[src/rtl/ysyx_24110015_pkg.sv]
// Shared types for the ysyx_24110015 memory arbiter: FSM states, request owner and
// the latched downstream command payload.
package ysyx_24110015_pkg;

  localparam int unsigned DW = 32;
  localparam int unsigned MW = 8;

  typedef enum logic [1:0] {
    S_IDLE = 2'd0,
    S_REQ  = 2'd1,
    S_WAIT = 2'd2,
    S_RESP = 2'd3
  } state_e;

  typedef enum logic {
    OWN_IF = 1'b0,
    OWN_LS = 1'b1
  } owner_e;

  typedef struct packed {
    logic          wen;
    logic [DW-1:0] wdata;
    logic [MW-1:0] wmask;
  } mem_cmd_t;

  // Width that holds 0..timeout; never narrower than one bit.
  function automatic int unsigned cnt_width(int unsigned timeout);
    return (timeout == 32'd0) ? 32'd1 : 32'($clog2(timeout + 32'd1));
  endfunction

endpackage

[src/rtl/ysyx_24110015_rr_arb2.sv]
// Two-way round-robin arbiter: one-hot grant (bit0 = IF, bit1 = LS), last grant
// remembered so a tie goes to the requester that was not served last.
module ysyx_24110015_rr_arb2
  import ysyx_24110015_pkg::*;
(
  input  logic       clk,
  input  logic       rst,
  input  logic       en,
  input  logic [1:0] req,
  output logic [1:0] gnt_c
);

  owner_e last_q, last_d;

  always_comb begin
    gnt_c = 2'b00;
    if (en) begin
      if (req == 2'b11) begin
        gnt_c = (last_q == OWN_IF) ? 2'b10 : 2'b01;
      end else begin
        gnt_c = req;
      end
    end
  end

  // A grant is always a handshake, so it is safe to update history on it.
  always_comb begin
    last_d = last_q;
    if (gnt_c[1]) begin
      last_d = OWN_LS;
    end else if (gnt_c[0]) begin
      last_d = OWN_IF;
    end
  end

  always_ff @(posedge clk or posedge rst) begin
    if (rst) begin
      last_q <= OWN_IF;
    end else begin
      last_q <= last_d;
    end
  end

endmodule

[src/rtl/ysyx_24110015_mem_arbiter.sv]
// Arbitrates instruction-fetch and load/store requests onto one downstream memory
// port, one transaction at a time, with a WAIT timeout that returns an error response.
module ysyx_24110015_mem_arbiter
  import ysyx_24110015_pkg::*;
#(
  parameter int unsigned TIMEOUT = 255,
  parameter int unsigned AW      = 32
) (
  input  logic          clk,
  input  logic          rst,
  input  logic          if_valid,
  output logic          if_ready,
  input  logic [AW-1:0] if_addr,
  output logic          if_rvalid,
  output logic [DW-1:0] if_rdata,
  input  logic          ls_valid,
  output logic          ls_ready,
  input  logic [AW-1:0] ls_addr,
  input  logic          ls_wen,
  input  logic [DW-1:0] ls_wdata,
  input  logic [MW-1:0] ls_wmask,
  output logic          ls_rvalid,
  output logic [DW-1:0] ls_rdata,
  output logic          mem_valid,
  input  logic          mem_ready,
  output logic [AW-1:0] mem_addr,
  output logic          mem_wen,
  output logic [DW-1:0] mem_wdata,
  output logic [MW-1:0] mem_wmask,
  input  logic          mem_rvalid,
  input  logic [DW-1:0] mem_rdata,
  output logic          err
);

  localparam int unsigned CW = cnt_width(TIMEOUT);

  state_e        state_q, state_d;
  owner_e        owner_q, owner_d;
  logic [AW-1:0] addr_q,  addr_d;
  mem_cmd_t      cmd_q,   cmd_d;
  logic [DW-1:0] rdata_q, rdata_d;
  logic          err_q,   err_d;
  logic [CW-1:0] cnt_q,   cnt_d;
  logic [1:0]    gnt;
  logic          timeout_hit;

  ysyx_24110015_rr_arb2 u_arb (
    .clk   (clk),
    .rst   (rst),
    .en    (state_q == S_IDLE),
    .req   ({ls_valid, if_valid}),
    .gnt_c (gnt)
  );

  assign if_ready = gnt[0];
  assign ls_ready = gnt[1];

  // Leaving on the TIMEOUT-th WAIT cycle keeps the counter below TIMEOUT, so it never wraps.
  assign timeout_hit = (32'(cnt_q) + 32'd1) >= TIMEOUT;

  always_comb begin
    state_d = state_q;
    owner_d = owner_q;
    addr_d  = addr_q;
    cmd_d   = cmd_q;
    rdata_d = rdata_q;
    err_d   = err_q;
    cnt_d   = cnt_q;
    case (state_q)
      S_IDLE: begin
        if (gnt[1]) begin
          owner_d     = OWN_LS;
          addr_d      = ls_addr;
          cmd_d.wen   = ls_wen;
          cmd_d.wdata = ls_wdata;
          cmd_d.wmask = ls_wmask;
          state_d     = S_REQ;
        end else if (gnt[0]) begin
          owner_d = OWN_IF;
          addr_d  = if_addr;
          cmd_d   = '0;
          state_d = S_REQ;
        end
      end
      S_REQ: begin
        if (mem_ready) begin
          cnt_d   = '0;
          state_d = S_WAIT;
        end
      end
      S_WAIT: begin
        if (mem_rvalid) begin
          rdata_d = mem_rdata;
          err_d   = 1'b0;
          state_d = S_RESP;
        end else if (timeout_hit) begin
          rdata_d = '0;
          err_d   = 1'b1;
          state_d = S_RESP;
        end else begin
          cnt_d = cnt_q + CW'(1);
        end
      end
      S_RESP: begin
        state_d = S_IDLE;
      end
      default: begin
        state_d = S_IDLE;
      end
    endcase
  end

  always_ff @(posedge clk or posedge rst) begin
    if (rst) begin
      state_q <= S_IDLE;
      owner_q <= OWN_IF;
      addr_q  <= '0;
      cmd_q   <= '0;
      rdata_q <= '0;
      err_q   <= 1'b0;
      cnt_q   <= '0;
    end else begin
      state_q <= state_d;
      owner_q <= owner_d;
      addr_q  <= addr_d;
      cmd_q   <= cmd_d;
      rdata_q <= rdata_d;
      err_q   <= err_d;
      cnt_q   <= cnt_d;
    end
  end

  assign mem_valid = (state_q == S_REQ);
  assign mem_addr  = addr_q;
  assign mem_wen   = cmd_q.wen;
  assign mem_wdata = cmd_q.wdata;
  assign mem_wmask = cmd_q.wmask;

  assign if_rvalid = (state_q == S_RESP) && (owner_q == OWN_IF);
  assign ls_rvalid = (state_q == S_RESP) && (owner_q == OWN_LS);
  assign if_rdata  = rdata_q;
  assign ls_rdata  = rdata_q;
  assign err       = (state_q == S_RESP) && err_q;

endmodule

[config.mk]
export PLATFORM = sky130hd
export DESIGN_NAME = ysyx_24110015_mem_arbiter
export DESIGN_NICKNAME = d
export VERILOG_FILES = /design/src/rtl/ysyx_24110015_pkg.sv /design/src/rtl/ysyx_24110015_rr_arb2.sv /design/src/rtl/ysyx_24110015_mem_arbiter.sv
export SDC_FILE = /design/constraint.sdc
export NUM_CORES = 1
export LEC_CHECK = 0
export BUFFER_PORTS_ARGS = -buffer_cell sky130_fd_sc_hd__buf_2
export CELL_PAD_IN_SITES_DETAIL_PLACEMENT = 0
export CELL_PAD_IN_SITES_GLOBAL_PLACEMENT = 2
export CORE_MARGIN = 2
export CORE_UTILIZATION = 26
export DETAILED_ROUTE_END_ITERATION = 8
export PLACE_DENSITY_LB_ADDON = 0.1
export SYNTH_ARGS = -nofsm -noshare
export SYNTH_HDL_FRONTEND = slang
export SYNTH_SLANG_ARGS = --single-unit
export TNS_END_PERCENT = 10
[constraint.sdc]
create_clock -name clk -period 4.39 [get_ports clk]
set_input_delay 0.2195 -clock clk [delete_from_list [all_inputs] [get_ports clk]]
set_output_delay 0.2195 -clock clk [all_outputs]
set_load 0.1 [all_outputs]
* Word-level counts from Yosys, hierarchy flattened
Cells that the tools add are included.
Storage, ports and cells: flip-flop bits (word level) 118, word-level logic and storage cells 57
Cells by class: add/sub/neg operators 2, $lt $le $gt $ge 1, equality and inequality tests 9, mux-type cells 23, bitwise gates (word level) 1, reductions and logical operators 11
Operators by type and width (count):
- 32-bit two-way mux | 4
- 41-bit two-way mux | 2
- 8-bit two-way mux | 3
- 2-bit two-way mux | 8
- 8-bit one-hot mux with 2 select lines | 1
- 8-bit by 1-bit adder with 9-bit output, second input constant | 1
- 9-bit by 8-bit >= comparator with 1-bit output, second input constant | 1
- 8-bit by 1-bit adder with 8-bit output, second input constant | 1
- 2-bit one-hot mux with 4 select lines | 1
- 2-bit == test, second input constant | 3
- 3-bit != test, second input constant | 2
- 2-bit nonzero test | 3
- 1-bit two-way mux | 4
- 2-bit != test, second input constant | 2
- 2-bit AND reduction | 2
- 4-bit AND reduction | 1
- 1-bit logical AND | 3
- 3-bit AND reduction | 1
- 2-bit by 1-bit == test with 1-bit output, second input constant | 1
- 2-bit zero test | 1
- 2-bit by 1-bit != test with 1-bit output, second input constant | 1
- 1-bit inverter | 1

* Depth between registers and ports, before layout
Gate-level depths: netlist (run 1).
depth after elaboration 6, mapped depth 9

* Cells and area by module
From an unflattened synthesis (run 1), not the netlist that was laid out.
Unflattened totals: cells, all modules 526, area total of the unflattened synthesis 5363.9 sq um
By module, submodules not included:
- ysyx_24110015_mem_arbiter | instances 1, cells each 516, area each 5291.3 sq um, sequential area each 2927.8 sq um
- ysyx_24110015_rr_arb2 | instances 1, cells each 10, area each 72.6 sq um, sequential area each 25.0 sq um

* Least setup slack after synthesis (run 1)
Ideal clock, no wire load.
kind reg-to-reg, start register state_q[0], end register owner_q, arrival 2.570 ns, required time 4.291 ns, setup slack 1.720 ns, cell stages (with the launch flop) 8, period minus slack after synthesis 2.670 ns, cells stage by stage dfrtp_1 inv_1 ha_1 nand2_1 a21oi_1 buf_1 clkbuf_1 o21bai_1
On the way: cells in the longest elaborated chain, start to end 4, elaborated cells on any way between the ends 5, those cells by class mux (2); reduce/logical (3)
RTL lines:
- start, declared | line ysyx_24110015_mem_arbiter.sv:37 | state_e state_q, state_d;
- start signal, assigned | line ysyx_24110015_mem_arbiter.sv:123 | state_q <= state_d;
- 2-bit zero test (*) | line ysyx_24110015_mem_arbiter.sv:50 | .en (state_q == S_IDLE),
- 2-bit two-way mux (*) | line ysyx_24110015_rr_arb2.sv:17 | if (en) begin
- via ls_ready | line ysyx_24110015_mem_arbiter.sv:17 | output logic ls_ready,
- 2-bit nonzero test (no line)
- 2-bit AND reduction (no line)
- end signal, assigned | line ysyx_24110015_mem_arbiter.sv:124 | owner_q <= owner_d;
- end, declared | line ysyx_24110015_mem_arbiter.sv:38 | owner_e owner_q, owner_d;
The timed path passes the listed nets; every way through them passes the cells marked *. A chain may end at the register's enable or synchronous reset.

* Worst setup path in the final report (run 1)
start register state_q[1], end output port ls_ready
On the way: cells in the longest elaborated chain, start to end 2
RTL lines (line):
- 2-bit zero test | ysyx_24110015_mem_arbiter.sv:50
- 2-bit two-way mux | ysyx_24110015_rr_arb2.sv:17
- end, declared | ysyx_24110015_mem_arbiter.sv:17
Every way passes these cells.

==> impl_metrics.yaml, run 1 <==
synth:
  synth-main-ff-cell: "dfrtp_1"
  syn_inst: 447
  synth-compound-area-share_pct: 20.5
  synthMuxAreaShare_pct: 7.10
  ys_seq_area_share_pct: 56.1
  synth-seq-cells: 118
  synth_area_um2: 5270
  async_reset_ff_share_pct: 100
  synth_nets: 596
  ys_warn_count: 0
  synth_top_family_by_area: "compound AO/OA/AOI/OAI gates"
  synthSimpleGateAreaFrac_pct: 6.91
  synth-xor-area-share_pct: 0
  synth_cell_types: 42
  synth_fa_ha_area_share_pct: 1.43
  syn_area_per_cell_um2: 11.8
  synth-edff-count: 0
floorplanning:
  fp.dieW_um: 146
  design.core.area_um2: 20000
  dieHeight_um: 146
  ioPinCount: 286
  rows: 52
  start_util_pct: 26.3
  die_area_um2: 21400
sta:
  rsz0062_at_grt: "no"
  tns_ns: 0
  fin_worst_skew_ns: 0.00710
  period_minus_slack_ns: 2.85
  slew_headroom_pct: 16.3
  worstMarginPinSlew_ns: 1.26
  min_period_over_period_pct: 64.9
  hold_viol: 0
  slew_viol_final: 0
  max_freq_mhz: 351
  timing.final.ws_setup_ns: 1.54
  finalSetupViolCount: 0
worst_setup_path:
  crit_type: "register to primary output"
  cp.required_ns: 4.17
  crit_path_end_kind: "primary output"
  crit_fanout: 26
  worstPathArrival_ns: 2.63
  critPathLaunchType: "register"
global_route:
  grt_pass1_vias: 4389
  grt_max_degree: 98
  antenna_found_initial: 0
  grt_overflow: 0
  track_usage_pct: 15.3
  grt_first_pass_wirelength_mm: 25.2
cells_and_area:
  nets: 856
  nFillCells: 2092
  drive_gt1_share_pct: 50.1
  diodes: 0
  area_delta_synth_final_pct: 40.3
drt:
  firstDrtPassIters: 5
  drc: 0
  vias_per_cell: 4.43
  drt_iter0_markers: 145
  drt-total-wl_mm: 16.2
  vias: 4387
  ant_nets: 0
  wl_per_cell_um: 16.3
worst_hold_path:
  hold_path_class: "input port to register"
cts:
  numClockSinks: 118
  cts_buffer_depth: 2
  cts_tree: "done"
  clk_pin_slew_ns: 0.06
  cts_setup_buffers: 0
  cts_root_buf: "clkbuf_16"
  htree_levels: 4
  cts_made_buffers: 17
  clock_latency_ns: 0.41
run:
  maxCapViolations: 0
placed_design:
  hpwl_mm: 11.9
  place.gp.congestion: 0.821
  pre_cts_ws_ns: 1.67
  io_buffers: 285
status:
  status: "completed"
-- final cells by class --
class	count	area [um^2]	area share, %
sequential	118	2950	40.0
multi-input combinational	257	1910	25.9
timing repair buffer	304	1590	21.6
clock buffer	18	439	5.94
tap	270	338	4.57
clock inverter	14	116	1.57
inverter	9	36.3	0.491
-- synth_stat cells (all sizes together) (6+ instances only) --
| cell | n | area share (%) |
|---|---|---|
| clkbuf | 21 | 1.5 |
| o21ai | 42 | 4.2 |
| inv | 9 | 0.64 |
| a21oi | 10 | 0.95 |
| a22o | 75 | 13 |
| nand2 | 42 | 3.0 |
| buf | 42 | 5.9 |
| dfrtp | 118 | 56 |
| ha | 6 | 1.4 |
| mux2i | 34 | 6.5 |
| nor2 | 7 | 0.50 |
-- cell families after synthesis --
kind of cell / count (synthesis)
AOI/OAI and AO/OA: 137
adders and majority gates: 6
buffers and inverters: 72
DFF: 118
muxes: 37
and+or+nand+nor: 77
-- sequential cells by signal, indices dropped and copies added (netlist names) --
name,count
mem_wdata,32
if_rdata,32
u_arb.last_q,1
err_q,1
state_q,2
cnt_q,8
mem_addr,32
mem_wen,1
owner_q,1
mem_wmask,8
-- what timing repair did --
action | CTS | global route
hold buffers | 9 | 1
hold endpoints to repair | 38 | 1
resized for setup | 0 | 0
setup endpoints to repair | 0 | 0
-- worst paths after layout --
check | startpoint | to | slack, ns | cells past startpoint
setup / recovery | state_q[1] | ls_ready | 1.54 | 5
hold / removal | ls_wdata[1] | mem_wdata[1] | 0.02 | 2
setup reg to reg | cnt_q[0] | if_rdata[15] | 1.66 | 6
hold reg to reg | mem_addr[12] | mem_addr[12] | 0.48 | 2
max in group asynchronous | rst | mem_addr[10] | 2.91 | 4
min in group asynchronous | rst | if_rdata[8] | 0.37 | 3
-- critical path, cell delays in order (launching register included) --
cell and delay (ns):
dfrtp_1 0.41, inv_1 0.10, ha_1 0.28, nand2_1 0.14
a21oi_4 0.70, buf_2 0.58
-- metrics by stage --
stage	utilization [%]	cell area, um^2	hold slack [ns]	instances
3_5_place_dp	33.6	6730	0.267	948
3_3_place_gp	33.6	6730	0.263	948
6_report	36.9	7390	0.0232	990
2_1_floorplan	-	5270	0.352	447
4_1_cts	36.8	7380	0.0000737	989
5_1_grt	36.9	7390	0.00139	990
-- per-layer routing --
| metal | vias up | wire length [um] | track usage [%] |
|---|---|---|---|
| met2 | 168 | 8160 | 25.8 |
| met5 | - | 0 | 0 |
| li1 | 2111 | - | - |
| met3 | 18 | 963 | 4.34 |
| met4 | 0 | 265 | 5.44 |
| met1 | 2090 | 6780 | 18.8 |
-- cell usage in the layout, fill, tap and decap left out, types with 2 or more instances in the layout --
cell             n
a21oi_1          9
nand3_1          3
and2_1           3
clkbuf_16       17
or3_1            2
a22o_2          22
buf_2          285
inv_1            8
clkinvlp_4       4
o211ai_1         2
nor4_1           3
dfrtp_1        118
nand2_1         42
o21ai_4          2
a22o_1          53
inv_6            5
buf_4            9
dlygate4sd3_1   10
nor2b_1          4
o21ai_1          2
nor2_1           7
mux2i_1         34
and3_1           2
mux2_2           3
ha_1             6
nor3_1           3
clkinv_4         3
o21ai_0         38
Power of run 1 is left out: the tool's default activity adds up to more than one toggle a clock period on the data nets, which glitch-free logic cannot reach.
==> run 2: changes to the inputs <==
Settings changed: ABC_AREA set to 1, CORE_UTILIZATION 26 to 22.
Clock period 4.39 ns to 2.55 ns, I/O delays scaled along.
==> run 2 against run 1 <==
Net effect:
- non-clock buffer count rose by 96
- global-route usage fell by 0.72 points
- hold slack got worse by 0.012 ns
- largest cell class unchanged
==> impl_metrics.yaml, run 2 <==
status:
  status: "completed"
cells_and_area:
  stdcell_count: 1261
  drive_gt1_share_pct: 36.5
  diodes: 0
  nets: 1073
  multi_input_area_um2: 1920
  area_delta_synth_final_pct: 60.3
  regArea_um2: 2950
  nFillCells: 2536
  layout_commonest_cell: "buf_2"
  final_cell_mix: "buf_2, nand2_1, dfrtp_1"
floorplanning:
  dieHeight_um: 160
  rows: 57
  ioPinCount: 286
  start_util_pct: 22.2
  fp.dieW_um: 160
  die_area_um2: 25500
  design.core.area_um2: 24100
synth:
  synth-edff-count: 0
  synthTopCellsByCount: "nand2_1, dfrtp_1, o21ai_0, nand3_1, nor2_1"
  ys_warn_count: 0
  synth_area_leaders: "dfrtp_1, nand2_1, a32o_1, o21ai_0, nand3_1"
  synth-seq-cells: 118
  syn_inst: 575
  synth.most_common_cell: "nand2_1"
  yosysTopAreaCell: "dfrtp_1"
  yosysTopAreaCellShare_pct: 55.3
  synth_cell_types: 23
  async_reset_ff_share_pct: 100
  syn_area_per_cell_um2: 9.29
  synth_area_um2: 5340
  ys_seq_area_share_pct: 55.3
  synth_nets: 724
  synth-main-ff-cell: "dfrtp_1"
run:
  maxCapViolations: 0
cts:
  numClockSinks: 118
  cts_buffer_depth: 2
  clk_pin_slew_ns: 0.06
  cts_root_buf: "clkbuf_16"
  cts_tree: "done"
  cts_setup_buffers: 0
  clock_latency_ns: 0.43
  cts_made_buffers: 17
  htree_levels: 4
worst_setup_path:
  cp.required_ns: 2.85
  critPathLaunchType: "register"
  crit_path_end_kind: "register"
  crit_fanout: 34
  worstPathArrival_ns: 2.65
  crit_type: "register to register"
placed_design:
  hpwl_mm: 12.5
  place.gp.congestion: 0.751
  io_buffers: 285
  placed_cells_incl_taps: 1127
drt:
  drt-total-wl_mm: 18.6
  drc: 0
  wl_per_cell_um: 14.7
  drt_iter0_markers: 288
  vias: 5367
  vias_per_cell: 4.26
  firstDrtPassIters: 4
  ant_nets: 0
sta:
  max_freq_mhz: 426
  finalSetupViolCount: 0
  slew_viol_final: 0
  rsz0062_at_grt: "no"
  tns_ns: 0
  fin_worst_skew_ns: 0.0121
  worstMarginPinSlew_ns: 0.698
  period_minus_slack_ns: 2.35
  slew_headroom_pct: 53.4
  hold_viol: 0
  min_period_over_period_pct: 92.1
  whs_ns: 0.0107
global_route:
  antenna_found_initial: 0
  grt_max_degree: 64
  grt_first_pass_wirelength_mm: 29.6
  grt_pass1_vias: 5559
  track_usage_pct: 14.6
  grt_overflow: 0
worst_hold_path:
  hold_path_class: "input port to register"
run 2: cell types whose count changed after synthesis, moves of 10 or more:
cell	previous run	this run
nand2_1	42	141
a22o_1	53	0
nand3_1	3	50
a32o_1	0	41
nor2_1	7	47
mux2i_1	34	0
o21ai_0	38	65
a22o_2	22	0
inv_1	9	19
run 2: worst paths after layout:
path / startpoint / to / slack, ns / cells past startpoint
min reg2reg: if_rdata[18] / if_rdata[18] / 0.49 / 2
min in group asynchronous: rst / mem_addr[3] / 0.40 / 4
max: state_q[1] / mem_addr[13] / 0.20 / 9
max in group asynchronous: rst / err_q / 1.84 / 4
max reg2reg: state_q[1] / mem_addr[13] / 0.20 / 9
min: ls_addr[2] / mem_addr[2] / 0.01 / 3
run 2: per-layer routing:
layer | up-vias | share of wire (%) | global-route usage [%]
met1 | 2538 | 43 | 17.5
li1 | 2615 | - | -
met3 | 21 | 7.5 | 4.75
met2 | 193 | 48 | 24.4
met4 | 0 | 1.8 | 5.45
met5 | - | 0 | 0
run 2: repair_timing:
item | 4_1_cts | 5_1_grt
hold buffers | 102 | 0
hold endpoints to repair | 215 | 0
resized for setup | 1 | 3
setup endpoints to repair | 1 | 1
run 2: cell type report:
type / count / area share, %
flip-flops and latches: 118 / 34.5
well taps: 324 / 4.73
multi-input cells: 366 / 22.5
clock inverters: 15 / 1.86
clock buffers: 17 / 4.97
inverters: 21 / 0.964
repair buffers: 400 / 30.5
run 2: cells by family (layout without fill, tap and decap cells):
| group | count (synthesis) | count (layout) | share of synthesized area [%] |
|---|---|---|---|
| compound gates | 115 | 115 | 15.0 |
| fa+ha+maj | 6 | 6 | 1.41 |
| buf+inv | 91 | 453 | 9.32 |
| flops | 118 | 118 | 55.3 |
| simple gates | 245 | 245 | 19.0 |
run 2: critical path, cell delays in order (launching register included):
cell           delay (ns)
dfrtp_1              0.42
inv_1                0.10
ha_2                 0.28
nand2_8              0.14
a21oi_4              0.20
clkinv_1             0.11
buf_6                0.21
nor2_1               0.12
o21ai_0              0.09
dlygate4sd3_1        0.56
run 2: stage by stage:
stage	area (um^2)	utilization [%]	setup slack, ns
global placement	6940	28.8	0.386
global route	8560	35.5	0.0236
CTS	8550	35.5	0.0395
detailed placement	6940	28.8	0.307
finish	8560	35.5	0.203
floorplan	5350	-	-0.196
Power of run 2 is left out for the same reason.
